**config.mk**
```make
export PLATFORM = sky130hd
export DESIGN_NAME = flash_tick_gen
export DESIGN_NICKNAME = d
export VERILOG_FILES = /design/src/rtl/flash_tick_gen.sv
export SDC_FILE = /design/constraint.sdc
export NUM_CORES = 1
export LEC_CHECK = 0
export CELL_PAD_IN_SITES_DETAIL_PLACEMENT = 0
export CELL_PAD_IN_SITES_GLOBAL_PLACEMENT = 2
export CORE_MARGIN = 2
export CORE_UTILIZATION = 35
export DETAILED_ROUTE_END_ITERATION = 7
export PLACE_DENSITY_LB_ADDON = 0.1
export SLEW_MARGIN = 25
export SYNTH_ARGS = -nofsm -noshare
export SYNTH_HDL_FRONTEND = slang
export SYNTH_SLANG_ARGS = --single-unit
```
**constraint.sdc**
```tcl
create_clock -name clock -period 2.2 [get_ports clock]
set_input_delay 0.55 -clock clock [delete_from_list [all_inputs] [get_ports clock]]
set_output_delay 0.55 -clock clock [all_outputs]
set_load 0.02 [all_outputs]
```
**src/rtl/flash_tick_gen.sv**
```systemverilog
// Programmable-period strobe generator feeding the LED flasher's i_valid.
// A registered rate select picks one of four periods; a rate change or stop restarts the timebase.
module flash_tick_gen #(
    parameter int unsigned NB_COUNTER = 32,
    parameter int unsigned LIMIT_0    = 25000000,
    parameter int unsigned LIMIT_1    = 50000000,
    parameter int unsigned LIMIT_2    = 100000000,
    parameter int unsigned LIMIT_3    = 200000000
) (
    input  logic       clock,
    input  logic       i_reset,
    input  logic       i_enable,
    input  logic [1:0] i_sel,
    output logic       o_valid,
    output logic       o_running,
    output logic [1:0] o_sel
);

    typedef enum logic {
        IDLE = 1'b0,
        RUN  = 1'b1
    } state_t;

    state_t                  state_q, state_d;
    logic [NB_COUNTER-1:0]   counter_q, counter_d;
    logic [NB_COUNTER-1:0]   terminal;
    logic [1:0]              sel_q, sel_d;
    logic                    valid_q, valid_d;
    logic                    running_q, running_d;

    // Terminal count is derived from the registered select only, never from i_sel.
    always_comb begin
        terminal = NB_COUNTER'(LIMIT_0 - 1);
        case (sel_q)
            2'd0:    terminal = NB_COUNTER'(LIMIT_0 - 1);
            2'd1:    terminal = NB_COUNTER'(LIMIT_1 - 1);
            2'd2:    terminal = NB_COUNTER'(LIMIT_2 - 1);
            default: terminal = NB_COUNTER'(LIMIT_3 - 1);
        endcase
    end

    always_ff @(posedge clock or posedge i_reset) begin
        if (i_reset) begin
            state_q   <= IDLE;
            counter_q <= '0;
            sel_q     <= 2'd0;
            valid_q   <= 1'b0;
            running_q <= 1'b0;
        end else begin
            state_q   <= state_d;
            counter_q <= counter_d;
            sel_q     <= sel_d;
            valid_q   <= valid_d;
            running_q <= running_d;
        end
    end

    always_comb begin
        state_d   = state_q;
        counter_d = counter_q;
        sel_d     = sel_q;
        valid_d   = 1'b0;
        running_d = running_q;
        case (state_q)
            IDLE: begin
                counter_d = '0;
                running_d = 1'b0;
                sel_d     = i_sel;
                if (i_enable) begin
                    state_d   = RUN;
                    running_d = 1'b1;
                end
            end
            RUN: begin
                running_d = 1'b1;
                // Stop wins over terminal count so a pulse is never issued on the stop edge.
                if (!i_enable) begin
                    state_d   = IDLE;
                    counter_d = '0;
                    running_d = 1'b0;
                end else if (i_sel != sel_q) begin
                    sel_d     = i_sel;
                    counter_d = '0;
                end else if (counter_q == terminal) begin
                    counter_d = '0;
                    valid_d   = 1'b1;
                end else begin
                    counter_d = counter_q + 1'b1;
                end
            end
            default: begin
                state_d   = IDLE;
                counter_d = '0;
                running_d = 1'b0;
            end
        endcase
    end

    assign o_valid   = valid_q;
    assign o_running = running_q;
    assign o_sel     = sel_q;

endmodule

```
==> flow_metrics.tcl <==
set metrics [dict create \
    cts_buffer_depth 2 \
    crit_chain "nand2b_1, or4_1, a22o_1, a2111oi_4, buf_6, nor3_1" \
    initialDrtViolationCount 93 \
    ir_drop_uv 249.2 \
    ys_seq_area_frac 0.4201 \
    overflow 0 \
    fin_skew_ps 7.193 \
    antenna_left 0 \
    crit_arrival_ps 2260 \
    worstSetupStartpointType "flop" \
    synth_top_family_by_area "simple AND/OR/NAND/NOR gates" \
    worstMarginPinSlew_ps 454.5 \
    cts_root_buffer "clkbuf_8" \
    synth-simple-area-share 0.3396 \
    p_comb_frac 0.077 \
    numCtsBuffers 5 \
    grt_pass1_wl_um 8521 \
    internal-power_mw 0.9607 \
    status "complete, no violations" \
    cts_setup_buffers 0 \
    synth_cells 220 \
    async_flop_share 1.000 \
    slew_headroom 0.6947 \
    fp-row-count 28 \
    post_drt_wl_per_cell_um 15.68 \
    syn_area_um2 2145 \
    synth_nets 226 \
    nNetsFinal 250 \
    synth_compound_area_frac 0.05134 \
    ys_ff_latch 36 \
    gp_congestion 0.8103 \
    yosysWarnings 0 \
    cts-hold-fix-buffers 0 \
    ys.flop_type "dfrtp_1" \
    drv_cap 0 \
    num_io_pins 9 \
    max_freq_mhz 474.5 \
    grt_max_degree 37 \
    period_needed_ps 2107 \
    hpwl_um 3727 \
    slew_violations 0 \
    fill_cells 576 \
    dieArea_um2 6769 \
    p_switching_mw 0.2916 \
    hold_class "reg2reg" \
    final-hold-violation-count 0 \
    dr.pass1.iters 4 \
    synth_xor_area_frac 0.1348 \
    leakagePower_nw 0.8990 \
    post_synth_mux_area_share 0.005251 \
    io_buffer_count 8 \
    clkPwrFrac 0.387 \
    initial_core_util 0.3622 \
    critPathSlowestCell "or4_1" \
    antenna_found_initial 0 \
    grt_util_all_layers 0.1697 \
    htree_levels 2 \
    fin_crit_sh 0.9579 \
    worstSkewPairLatency_ps 290 \
    antenna_cells 0 \
    crit_path_max_incr_delay_ps 420 \
    setup_ws_ps 92.73 \
    core_um2 5921 \
    p_per_area_nw_per_um2 499.9 \
    synth_adder_area_share 0.01050 \
    grt_pass1_vias 1729 \
    syn_avg_cell_area_um2 9.748 \
    area_delta_synth_final_pct 16.80 \
    switching_share 0.2329 \
    tritoncts "yes" \
    num_vias 1703 \
    synth_edf_count 0 \
    drc 0 \
    cp-end-kind "flop" \
    ys_types 42 \
    die_y_um 82.28 \
    rsz0062_at_grt "no" \
    critPathKind "reg2reg" \
    tns_ps 0 \
    vias_per_cell 5.322 \
    dp_slack_ps 64.45 \
    clk_pin_slew_worst_paths_ps 70 \
    crit_required_ps 2350 \
    drive_above_1_share 0.1878 \
    seqPwrFrac 0.536 \
    cts_sinks 36 \
    die_w_um 82.28 \
    cp_max_fo 17 \
    routed_wl_um 5016 \
    setup_viol 0 \
]
## path summary, 6_finish.rpt
kind	from	to	slack (ps)	cells after the start
setup / recovery	o_sel[1]	counter_q[3]	90	6
hold reg to reg	counter_q[0]	counter_q[0]	530	1
hold / removal	counter_q[0]	counter_q[0]	530	1
setup reg to reg	o_sel[1]	counter_q[3]	90	6
max in group asynchronous	i_reset	counter_q[30]	1200	3
min in group asynchronous	i_reset	counter_q[4]	680	3
## area by class of cell
class | count | area, um2 | share of cell area
multi-input combinational | 168 | 1167 | 0.4660
tap | 75 | 93.84 | 0.03746
inverter | 5 | 18.77 | 0.007493
sequential | 36 | 900.9 | 0.3596
clock buffer | 8 | 90.09 | 0.03596
timing repair buffer | 28 | 234.0 | 0.09341
## cell families after synthesis
family | count (synthesis)
DFF | 36
xor gates and xnor gates | 33
and+or+nand+nor | 119
AOI/OAI and AO/OA | 13
muxes | 1
adders and majority gates | 2
buffers and inverters | 16
## metrics by stage
step / util / area [um2] / hold WS [ps] / cells / total power [mW]
global placement: 0.4062 / 2405 / 502.5 / 312 / 0.7787
floorplan: - / 2145 / 475.1 / 220 / 0.7405
CTS: 0.4214 / 2495 / 533.0 / 320 / 1.273
global route: 0.4231 / 2505 / 546.9 / 320 / 1.309
finish: 0.4231 / 2505 / 531.0 / 320 / 1.252
detailed placement: 0.4062 / 2405 / 522.8 / 312 / 0.7803
## layer usage
layer | global-route usage | up-vias | routed length, um
met1 | 0.2241 | 831 | 2418
met2 | 0.2750 | 33 | 2378
met4 | 0.06000 | 0 | 85
met5 | 0 | - | 0
met3 | 0.03478 | 8 | 133
li1 | - | 831 | -
## cells in the final DEF (no fill, tap or decap), drive strengths merged
| cell | Yosys | layout |
|---|---|---|
| nand3 | 12 | 12 |
| buf | 5 | 20 |
| clkbuf | 6 | 8 |
| inv | 5 | 5 |
| ha | 1 | 1 |
| a2111oi | 1 | 1 |
| nor3 | 32 | 32 |
| o2111ai | 2 | 2 |
| nand3b | 2 | 2 |
| a211oi | 1 | 1 |
| or4 | 3 | 3 |
| xor2 | 12 | 12 |
| a22o | 1 | 1 |
| and3b | 1 | 1 |
| nand4 | 9 | 9 |
| nor2 | 15 | 15 |
| nor4b | 1 | 1 |
| or3 | 3 | 3 |
| and3 | 4 | 4 |
| dfrtp | 36 | 36 |
| a21boi | 1 | 1 |
| maj3 | 1 | 1 |
| nor4 | 7 | 7 |
| or3b | 2 | 2 |
| o22ai | 2 | 2 |
| nor3b | 2 | 2 |
| or2 | 1 | 1 |
| o21ai | 3 | 3 |
| a22oi | 1 | 1 |
| xnor2 | 21 | 21 |
| nand2 | 14 | 14 |
| nor2b | 2 | 2 |
| and4 | 3 | 3 |
| mux2 | 1 | 1 |
| clkdlybuf4s50 | 0 | 8 |
| nand2b | 6 | 6 |
| a31oi | 1 | 1 |
## power groups by stage
stage / clock network, mW / logic (mW) / registers [mW]
final: 0.485 / 0.0962 / 0.671
after global routing: 0.530 / 0.107 / 0.671
after CTS: 0.505 / 0.0974 / 0.671
after detailed placement: 0 / 0.0965 / 0.684
after global placement: 0 / 0.0952 / 0.683
after floorplan: 0 / 0.0520 / 0.688
## critical path, delay by kind of cell (launching register included)
family / cells / cell delay, ps
simple gates: 3 / 700
compound gates: 2 / 600
flops: 1 / 410
buf+inv: 1 / 260
## timing repair
| item | 4_1_cts | 5_1_grt |
|---|---|---|
| endpoints found under the hold margin | 0 | 0 |
| endpoints found under the setup margin | 0 | 17 |
| resized for setup | 0 | 2 |
## state kept, by name, indices dropped and copies added (netlist names)
register and flops:
counter_q 32, o_valid 1, o_sel 2, o_running 1
## synthesized netlist by cell type (2+ instances only)
cell type	number	area, um2
and3_1	4	25.02
and4_1	3	26.28
buf_2	2	10.01
buf_6	2	22.52
clkbuf_1	5	18.77
dfrtp_1	36	900.9
inv_1	5	18.77
nand2_1	14	52.55
nand2b_1	6	37.54
nand3_1	12	60.06
nand3b_1	2	15.01
nand4_1	8	50.05
nor2_1	15	56.30
nor2b_1	2	12.51
nor3_1	20	100.1
nor3_2	12	120.1
nor3b_1	2	15.01
nor4_1	4	25.02
nor4_2	3	37.54
o2111ai_1	2	17.52
o21ai_0	3	15.01
o22ai_1	2	12.51
or3_1	3	18.77
or3b_1	2	17.52
or4_1	3	22.52
xnor2_1	21	183.9
xor2_1	12	105.1
Power figures use the tool's default switching activity.
